[config.mk]
export PLATFORM = sky130hd
export DESIGN_NAME = button_seq_controller
export DESIGN_NICKNAME = d
export VERILOG_FILES = /design/src/rtl/button_seq_controller.sv
export SDC_FILE = /design/constraint.sdc
export NUM_CORES = 1
export LEC_CHECK = 0
export ABC_AREA = 1
export CORE_ASPECT_RATIO = 1.25
export CORE_MARGIN = 8
export CORE_UTILIZATION = 63
export DETAILED_ROUTE_END_ITERATION = 10
export PLACE_DENSITY = 0.86
export SYNTH_ARGS = -nofsm -noshare
export SYNTH_HDL_FRONTEND = slang
export SYNTH_SLANG_ARGS = --single-unit
export TNS_END_PERCENT = 10
[constraint.sdc]
create_clock -name clk -period 2.8 [get_ports clk]
set_input_delay 0.42 -clock clk [delete_from_list [all_inputs] [get_ports clk]]
set_output_delay 0.42 -clock clk [all_outputs]
set_load 0.05 [all_outputs]
[src/rtl/button_seq_controller.sv]
// Push-button sequencing controller: sync + debounce of four active-low buttons,
// press-event extraction, INIT/ALPHA/BRAVO/CHARLIE state machine, LED drive,
// state-change strobe and saturating invalid-press counter.
module button_seq_controller #(
  parameter int unsigned DEBOUNCE_CYCLES = 1000,
  parameter int unsigned BLINK_DIV       = 8
) (
  input  logic       clk,
  input  logic       rst_n,
  input  logic [3:0] button,
  output logic [7:0] led,
  output logic [1:0] state,
  output logic       state_change,
  output logic [3:0] err_cnt
);

  localparam int unsigned NB      = 4;
  localparam int unsigned DB_CW   = (DEBOUNCE_CYCLES > 1) ? $clog2(DEBOUNCE_CYCLES) : 1;
  localparam int unsigned BL_CW   = (BLINK_DIV > 1) ? $clog2(BLINK_DIV) : 1;
  localparam int unsigned ERR_W   = 4;
  localparam logic [DB_CW-1:0] DB_LAST = DB_CW'(DEBOUNCE_CYCLES - 1);
  localparam logic [BL_CW-1:0] BL_LAST = BL_CW'(BLINK_DIV - 1);
  localparam logic [ERR_W-1:0] ERR_MAX = '1;

  localparam logic [7:0] LED_INIT  = 8'hFF;
  localparam logic [7:0] LED_ALPHA = 8'hFE;
  localparam logic [7:0] LED_BRAVO = 8'hFD;
  localparam logic [7:0] LED_ON    = 8'hF0;
  localparam logic [7:0] LED_OFF   = 8'hFF;

  typedef enum logic [1:0] {
    S_INIT    = 2'd0,
    S_ALPHA   = 2'd1,
    S_BRAVO   = 2'd2,
    S_CHARLIE = 2'd3
  } state_t;

  logic [NB-1:0]    sync1;
  logic [NB-1:0]    sync2;
  logic [NB-1:0]    db;
  logic [NB-1:0]    db_prev;
  logic [DB_CW-1:0] db_cnt [NB];
  logic [NB-1:0]    press_c;

  state_t           state_q;
  state_t           state_d;
  logic [BL_CW-1:0] blink_cnt_q;
  logic [BL_CW-1:0] blink_cnt_d;
  logic             blink_ph_q;
  logic             blink_ph_d;
  logic [7:0]       led_d;
  logic [ERR_W-1:0] err_d;
  logic             chg_d;
  logic             err_ev;

  // Two-flop synchronizer; released (1) is the safe reset level.
  always_ff @(posedge clk or negedge rst_n) begin
    if (!rst_n) begin
      sync1 <= '1;
      sync2 <= '1;
    end else begin
      sync1 <= button;
      sync2 <= sync1;
    end
  end

  // Per-bit debounce: accept a new level only after it persists long enough.
  always_ff @(posedge clk or negedge rst_n) begin
    if (!rst_n) begin
      db      <= '1;
      db_prev <= '1;
      for (int i = 0; i < NB; i++) db_cnt[i] <= '0;
    end else begin
      db_prev <= db;
      for (int i = 0; i < NB; i++) begin
        if (sync2[i] == db[i]) begin
          db_cnt[i] <= '0;
        end else if (db_cnt[i] == DB_LAST) begin
          db[i]     <= sync2[i];
          db_cnt[i] <= '0;
        end else begin
          db_cnt[i] <= db_cnt[i] + DB_CW'(1);
        end
      end
    end
  end

  // One-cycle press event on a debounced 1->0 transition.
  assign press_c = db_prev & ~db;

  // State, LED, strobe, error counter and blink registers.
  always_ff @(posedge clk or negedge rst_n) begin
    if (!rst_n) begin
      state_q      <= S_INIT;
      led          <= LED_INIT;
      state_change <= 1'b0;
      err_cnt      <= '0;
      blink_cnt_q  <= '0;
      blink_ph_q   <= 1'b0;
    end else begin
      state_q      <= state_d;
      led          <= led_d;
      state_change <= chg_d;
      err_cnt      <= err_d;
      blink_cnt_q  <= blink_cnt_d;
      blink_ph_q   <= blink_ph_d;
    end
  end

  // Next-state, error and LED decode; button[1] > [2] > [3] > [0].
  always_comb begin
    state_d     = state_q;
    err_ev      = 1'b0;
    err_d       = err_cnt;
    chg_d       = 1'b0;
    blink_cnt_d = '0;
    blink_ph_d  = 1'b0;
    led_d       = LED_INIT;

    if (press_c[1]) begin
      state_d = S_INIT;
    end else if (press_c[2]) begin
      case (state_q)
        S_INIT:  state_d = S_ALPHA;
        S_BRAVO: state_d = S_CHARLIE;
        default: err_ev  = 1'b1;
      endcase
    end else if (press_c[3]) begin
      case (state_q)
        S_INIT:  state_d = S_BRAVO;
        S_ALPHA: state_d = S_CHARLIE;
        default: err_ev  = 1'b1;
      endcase
    end else if (press_c[0]) begin
      err_ev = 1'b1;
    end

    if (err_ev && (err_cnt != ERR_MAX)) err_d = err_cnt + ERR_W'(1);

    chg_d = (state_d != state_q);

    // Blink timing only runs while staying in CHARLIE; entry restarts at LED_ON.
    if ((state_d == S_CHARLIE) && (state_q == S_CHARLIE)) begin
      if (blink_cnt_q == BL_LAST) begin
        blink_cnt_d = '0;
        blink_ph_d  = ~blink_ph_q;
      end else begin
        blink_cnt_d = blink_cnt_q + BL_CW'(1);
        blink_ph_d  = blink_ph_q;
      end
    end

    case (state_d)
      S_INIT:    led_d = LED_INIT;
      S_ALPHA:   led_d = LED_ALPHA;
      S_BRAVO:   led_d = LED_BRAVO;
      S_CHARLIE: led_d = blink_ph_d ? LED_OFF : LED_ON;
      default:   led_d = LED_INIT;
    endcase
  end

  assign state = state_q;

endmodule
### After elaboration in Yosys (flattened, before gate mapping)

Index checks and enable logic that the tools add are counted.

| cells by class | value |
|---|---|
| add/subtract/negate cells | 6 |
| eq/ne operators | 17 |
| mux-type cells | 25 |
| bitwise gates (word level) | 7 |
| reduce and logical (&&, ||, !) cells | 10 |

Operator list:

| kind | number |
|---|---|
| 10-bit two-way mux | 8 |
| 10-bit by 1-bit adder with 10-bit output, second input constant | 4 |
| 10-bit equality test, second input constant | 4 |
| 8-bit one-hot mux with 4 select lines | 1 |
| 2-bit equality test, second input constant | 4 |
| 1-bit two-way mux | 8 |
| 2-bit one-hot mux with 2 select lines | 2 |
| 2-bit AND reduction | 4 |
| 2-bit two-way mux | 3 |
| 3-bit two-way mux | 2 |
| 1-bit inverter | 5 |
| 4-bit by 1-bit adder with 4-bit output, second input constant | 1 |
| 4-bit bitwise AND | 1 |
| 1-bit equality test | 4 |
| 2-bit by 1-bit equality test with 1-bit output, second input constant | 2 |
| 2-bit zero test | 2 |
| 4-bit two-way mux | 1 |
| 4-bit != test, second input constant | 1 |
| 4-bit inverter | 1 |
| 2-bit OR reduction | 2 |
| 3-bit by 1-bit adder with 3-bit output, second input constant | 1 |
| 3-bit equality test, second input constant | 1 |
| 1-bit logical AND | 2 |
| 2-bit != test | 1 |

| word-level totals | value |
|---|---|
| flip-flop bits (word level) | 75 |
| input port bits | 6 |
| output and inout port bits | 15 |
| word-level logic and storage cells | 82 |

### Depth between registers and ports, before layout

| logic depth | value |
|---|---|
| depth in word-level cells | 10 |
| depth in mapped cells | 8 |
| gate-level depth less buffers | 8 |

### Least setup slack after synthesis

Ideal clock, no wire load.

| timing | value |
|---|---|
| path kind | reg2reg |
| start | reg err_cnt[0] |
| end | reg err_cnt[2] |
| library setup time | 0.065 ns |
| arrival time | 1.393 ns |
| required time | 2.735 ns |
| setup slack | 1.341 ns |
| cell stages (with the launch flop) | 8 |
| path buffers | 0 |
| clock period less this slack | 1.459 ns |
| path through | dfrtp_1 > ha_1 > nand2_1 > nor2_1 > nor2_4 > nand2_2 > nand2_1 > nand2_1 |

| between the ends | value |
|---|---|
| cells in the longest elaborated chain, start to end | 2 |
| elaborated cells between the ends (all ways) | 3 |
| classes of those cells | add/sub (1); eq/ne (1); reduce/logical (1) |

Ends and longest elaborated chain:

| element | line | RTL |
|---|---|---|
| from (decl) | 14 | `output logic [3:0] err_cnt` |
| from (signal assigned) | 104 | `err_cnt <= err_d;` |
| branches (longest 2 deep; another with 4-bit by 1-bit adder with 4-bit output) | n/a |  |

Parallel ways; which one is timed is not known.
A chain may end at the register's enable or synchronous reset.

### Final worst setup path

| timing | value |
|---|---|
| start | reg led[2] |
| end | out led[2] |

RTL lines:

| element | line | RTL |
|---|---|---|
| from (decl) | 11 | `output logic [7:0] led,` |
| from (signal assigned) | 102 | `led <= led_d;` |

No word-level cell between the ends.

==> run metrics <==
H-tree depth=3; crit-path max FO=2; Post-Route WL=5897 um; clock sinks=70; total track usage=0.1731; minimum hold slack=a little under 0.04 ns; launch instance of the worst register-to-register path=db_cnt[20]; final period demand of the worst path=between 2 and 2.5 ns; count of nets left with antenna violations after detail routing=0; worst setup slack after placement=1.041 ns; result of the run=finished, final reports clean; cell chosen for the clock root=sky130_fd_sc_hd__clkbuf_8; drt via density=between 5 and 6; CTS tree=done; DR iter-0 viols=approximately 160; critical-path cell with the highest stage delay=sky130_fd_sc_hd__clkdlybuf4s50_1; CP Capture Type=primary output; sequential cell area in the final layout=1775 sq um; count of port buffers added during placement=16; number of antenna violations at the first check in global routing=0; transition time of the tightest slew-check pin=around 0.52 ns; total non-filler cell area in the finished layout=3660 sq um; combined buffer and inverter count along the critical path=1; count of vias placed by the detailed router=2382; DR DRC count=0; most common cell after layout, fill and taps aside=sky130_fd_sc_hd__nand2_1; cell row count=29; setup-violating endpoint count in the final report=0; post-place instance area=3458 sq um; deepest clock path buffer count=2; Setup Crit Path Kind=reg -> out; maximum number of pins on one net before global-route repair=27; number of library cell types mapped by synthesis=32; CP required=approximately 2.4 ns; Worst-Skew Late Latency=between 0.3 and 0.4 ns; horizontal extent of the die=around 80 um; unrepaired setup endpoints after global routing=false; main flop type after synthesis=sky130_fd_sc_hd__dfrtp_1; vertical die dimension=96.14 um; Syn Area/Cell=9.067 sq um; overall overflow remaining after global route=0; Post-synth EDFFs=0; Yosys warnings=0; wire per inst=13.08 um; Worst VDD drop=between 400 and 500 uV; Pre-antenna DRT Iters=4; Post-Syn Area=roughly 3200 sq um; class of the tightest hold or removal check=in -> async; final hold violations=0; kind of launch point of the worst setup path=flip-flop; Crit path max-delay family=buffers and inverters; Post-CTS Repair Setup Buffers=0; fraction of the yosys area taken by sequential cells=0.5485; I/O Pins=21; power per standard cell area=~530 nW/um^2; share of synthesized flip-flops with an asynchronous set or reset=1.000; placeable core region=approximately 5000 sq um; crit share post-route=0.7526; full die area=between 7000 and 8000 sq um; max_cap viols=0; number of global-route vias before repair=2436; Slew HR=0.6552; Layout Area Growth over Synthesis=13.07%; Worst R2R End=db_cnt[29]; Final Skew=slightly above 0.009 ns; final setup TNS=0 ns; total of flip-flops plus latches after synthesis=70; half-perimeter wire length after detailed placement=~4200 um; minimum setup slack in the final design=between 0.6 and 0.7 ns; cells along the critical path=clkdlybuf4s50_1; Hold Buf Count CTS=0; post-cts gate resize count=0; starting density of the core=0.6464; proportion of layout cells with a drive suffix above 1=0.1799; Pleak=approximately 0.0017 uW; area used by multi-input combinational logic=between 1000 and 1500 sq um; routability congestion estimate=about 0.84; worst path arrival time=roughly 1.7 ns; count of pins over their slew limit=0; Syn Inst Count=357; CTS clk-pin slew, worst paths=0.07 ns; ant diodes=0; longest individual stage delay on the worst path=approximately 0.81 ns; upper clock frequency limit=0.4745 GHz; reg2reg path depth=6; global-route wire length before repair=10390 um; setup slack on the worst flop-to-flop path=between 1 and 1.5 ns; number of buffers inserted during clock tree synthesis=9; most frequent cells in the layout=sky130_fd_sc_hd__nand2_1 (60), sky130_fd_sc_hd__nor2_1 (58), sky130_fd_sc_hd__dfrtp_1 (51); post-layout util=0.7309; fillers=361; Layout Nets=roughly 400
## worst max-delay path by stage
stage                          start         end  slack (ns)  cells after the start
after global routing          led[2]      led[2]        0.64                      1
after global placement        led[2]      led[2]        1.03                      1
after CTS                     led[2]      led[2]        0.67                      1
after floorplan           err_cnt[0]  err_cnt[2]        1.34                      7
final                         led[2]      led[2]        0.69                      1
after detailed placement      led[2]      led[2]        1.04                      1
## synth_stat cells (all sizes together) (5+ instances only)
library cell  count  area, sq um
nand2            71        294.0
nor2             70        297.8
dfrtp            51         1276
inv              42        157.7
nand3            37        200.2
dfstp            19        499.2
a21oi            11        58.81
xor2             10        95.10
ha                7        87.58
nand4             7        43.79
nor3              7        45.04
xnor2             6        52.55
buf               5        37.54
o21ai             5        25.02
## flip-flops by register name, indices dropped and copies added (netlist names)
signal / flops
led: 3
sync2: 4
db_prev: 4
state: 2
sync1: 4
blink_cnt_q: 3
db: 4
err_cnt: 4
db_cnt: 40
state_change: 1
blink_ph_q: 1
## power breakdown
group	leakage, uW	switching (uW)	internal (uW)	total [uW]
clock	0.0000996	348	459	807
sequential	0.000901	16.4	1040	1050
combinational	0.000681	58.9	26.1	85.0
## layout make-up
cell class / count / share of cell area
tap: 62 / 0.02120
clock inverter: 3 / 0.01162
inverter: 42 / 0.04308
sequential: 70 / 0.4851
timing repair buffer: 18 / 0.04650
clock buffer: 13 / 0.04342
multi-input combinational: 243 / 0.3491
## routing by layer
| metal | GRT usage | up-vias | part of all wire |
|---|---|---|---|
| met5 | 0 | - | 0 |
| met4 | 0.07143 | 0 | 0.025 |
| met3 | 0.04953 | 15 | 0.043 |
| met2 | 0.3093 | 52 | 0.52 |
| met1 | 0.1870 | 1139 | 0.41 |
| li1 | - | 1176 | - |
## through the flow
| step | total power [uW] | cells |
|---|---|---|
| after CTS | 1965 | 451 |
| after detailed placement | 1158 | 435 |
| final | 1945 | 451 |
| after global placement | 1152 | 435 |
| after global routing | 2024 | 451 |
| after floorplan | 1122 | 360 |
## logic make-up after synthesis
kind of cell | after synthesis | synth area share
AO/OA/AOI/OAI | 20 | 0.03672
buffers and inverters | 47 | 0.06030
other | 1 | 0.001159
flip-flops | 70 | 0.5485
AND/OR/NAND/NOR | 196 | 0.2806
XOR/XNOR | 16 | 0.04562
adder cells (fa/ha/maj) | 7 | 0.02706
Power figures use the tool's default switching activity.
==> RTL change, RTL diff (same settings) <==
`BLINK_DIV`: 8 -> 16.
--- a/src/rtl/button_seq_controller.sv
+++ b/src/rtl/button_seq_controller.sv
@@ -3,7 +3,7 @@
 // state-change strobe and saturating invalid-press counter.
 module button_seq_controller #(
   parameter int unsigned DEBOUNCE_CYCLES = 1000,
-  parameter int unsigned BLINK_DIV       = 8
+  parameter int unsigned BLINK_DIV       = 16
 ) (
   input  logic       clk,
   input  logic       rst_n,
Formal check against the unedited RTL: no difference found for any inputs over 10 cycles, from zero or initial values and one cycle with rst_n low; that may be too few to reach the edited logic, so the function may still have changed.
==> RTL change against the unedited design <==
Clock power decreased by 13%. Utilization increased by 0.21 points. Cell area increased by 2.5%. Die area increased by 2.9%. Total power decreased by 5.0%. Setup slack improved by 0.013 ns. Largest cell class unchanged. Critical path type unchanged. Wire length decreased by 5.0%. Synthesized area increased by 3.5%. Sequential cell count increased by 1. Highest routed layer unchanged.
==> RTL change: results (changes against the unedited design) <==
** Power and ir drop
- The worst vdd rail ir drop was 0.522 mV (+29%).
- Static leakage :: 0.00171 uW (+1.8%)
- The switching part of the total power is 24.3% (+2.5 points).

** Detailed routing
- DRC violation total after the first TritonRoute iteration :: 118 (-28%)
- First-pass iteration count of the detailed router :: 4 (unchanged)
- Total length of routed met2 wires :: 2.78 mm (-9.3%)
- The average routed wire per standard cell was 12.2 um (-6.8%).
- Routed length on met3 :: 229 um (-9.8%)
- The wire length the detailed router placed on met1 is 2.49 mm (+2.7%).
- The total wire length after detailed routing came to 5.61 mm (-5.0%).
- The number of vias per cell after detailed routing came to 5.09 (-3.6%).

** Synth
- Xor/xnor cell area share of the yosys netlist :: 5.90% (+1.3 points)
- The arithmetic-cell share of the synthesized area counting full adders, half adders and majority gates came to 2.24% (-0.47 points).
- The number of different library cells in the post-synthesis netlist came to 29 (-9.4%).
- The post-synthesis sequential area ratio is 53.7% (-1.1 points).
- Ranked by instance count, the synthesized netlist is headed by nor2_1 (80), nand2_1 (66), dfrtp_1 (52).
- The complex-gate fraction of the synthesized area was 1.87% (-1.8 points).
- The mean instance size in the synthesized netlist is 9.13 um^2 (+0.70%).
- The number of warning messages in the yosys log was 0 (unchanged).
- Cell types with the largest area share after synthesis :: dfrtp_1 (39%), dfstp_2 (15%), nor2_1 (9.0%)
- Dominant combinational cell family by area after synthesis :: simple AND/OR/NAND/NOR gates

** Worst setup path
- Worst-path maximum fanout :: 2 (unchanged)
- The slowest stage of the critical path belongs to the cell clkdlybuf4s50_1.
- Arrival time of data at the critical path endpoint :: 1.67 ns (-0.02 ns)
- Grouping stages by cell kind, the critical path spends the most delay in buffers and inverters.

** GRT
- Via count of the first global-routing pass :: 2,373 (-2.6%)
- The first-pass GRT wire length is 10.2 mm (-2.3%).
- The pin count of the biggest net entering global routing was 41 (+52%).
- The combined global-route utilization of all metal layers came to 16.2% (-1.1 points).

** Clocking
- Total setup buffers inserted after CTS :: 0 (unchanged)
- The insertion delay of the later-clocked pin in the worst-skew pair was 0.34 ns (about the same).
- After clock tree synthesis, the clock-pin slew on the worst setup and hold paths is ~0.08 ns.
- The number of gates resized after cts came to 0 (unchanged).
- Root buf cell :: clkbuf_8
- The number of levels in the clock H-tree came to 3 (unchanged).
- The number of clock buffers inserted by TritonCTS came to 9 (unchanged).

** Run status
- The run finished with clean final reports.

** Placed design
- DP HPWL :: 4.18 mm (-0.77%)
- The number of placed cells counting well taps is 444 (+2.1%).
- The weighted congestion reported at the end of routability-driven placement came to 0.808 (-3.8%).

** Floorplan
- The die width came to 81.2 um (+1.4%).

** Timing
- Relative max-transition margin :: 53.6% (-12 points)
- The worst clock skew is 0.00935 ns (+0.000246 ns).

** Final layout
- Register ranked first by flip-flop count :: db_cnt
- The count of nets after finishing was 405 (+2.0%).
- Flip-flop count of the largest register, all copies and words added :: 40 (unchanged)
- The share of layout cells above drive strength 1 is 18.8% (+0.85 points).
- Fillers :: 390 (+8.0%)
## RTL change: layer usage
layer / GRT usage (%) / vias to the layer above
met5: 0 / -
met4: 7.17 / 0
met3: 5.19 / 8
met2: 25.9 / 33
met1: 19.2 / 1121
li1: - / 1181
## RTL change: final timing paths
| kind | startpoint | endpoint | slack [ns] | cells after the start |
|---|---|---|---|---|
| max in group asynchronous | rst_n | sync2[3] | 1.96 | 2 |
| hold reg to reg | sync1[0] | sync2[0] | 0.36 | 0 |
| setup / recovery | led[2] | led[2] | 0.71 | 1 |
| hold / removal | rst_n | blink_cnt_q[1] | 0.12 | 1 |
| min in group clk | sync1[0] | sync2[0] | 0.36 | 0 |
| setup reg to reg | db_cnt[10] | db_cnt[18] | 1.43 | 6 |
## RTL change: kinds of logic (layout without fill, tap and decap cells)
logic type | after synthesis | in the layout
compound gates | 9 | 9
xor+xnor | 20 | 20
fa+ha+maj | 6 | 6
buf+inv | 45 | 73
flops | 71 | 71
other cells | 1 | 4
simple gates | 215 | 215
## RTL change: metrics by stage
step / hold WS (ns) / setup slack [ns] / total power, uW / area (um^2)
after detailed placement: 0.348 / 1.07 / 1170 / 3580
final: 0.120 / 0.706 / 1850 / 3750
after floorplan: 0.124 / 1.32 / 1130 / 3360
after CTS: 0.136 / 0.678 / 1880 / 3750
after global placement: 0.346 / 1.08 / 1170 / 3580
after global routing: 0.165 / 0.638 / 1930 / 3750
## RTL change: area by class of cell
cell class | count | share of cell area [%]
repair buffers | 17 | 4.67
multi-input cells | 254 | 36.6
flip-flops and latches | 71 | 48.0
clock inverters | 6 | 1.20
inverters | 40 | 4.00
clock buffers | 10 | 3.40
well taps | 62 | 2.07
## RTL change: worst register-to-register path, delay by kind of cell, from the launching register on
family	cells	cell delay, ns
buffers and inverters	1	0.13
adder cells (fa/ha/maj)	1	0.19
flip-flops	1	0.42
AND/OR/NAND/NOR	4	0.52
## RTL change: power by group through the flow
stage / Combinational (uW) / Sequential [uW] / Clock (uW)
2_1_floorplan: 50.9 / 1080 / 0
3_5_place_dp: 83.9 / 1090 / 0
4_1_cts: 84.7 / 1070 / 725
6_report: 82.2 / 1070 / 699
5_1_grt: 96.7 / 1070 / 767
3_3_place_gp: 81.4 / 1080 / 0
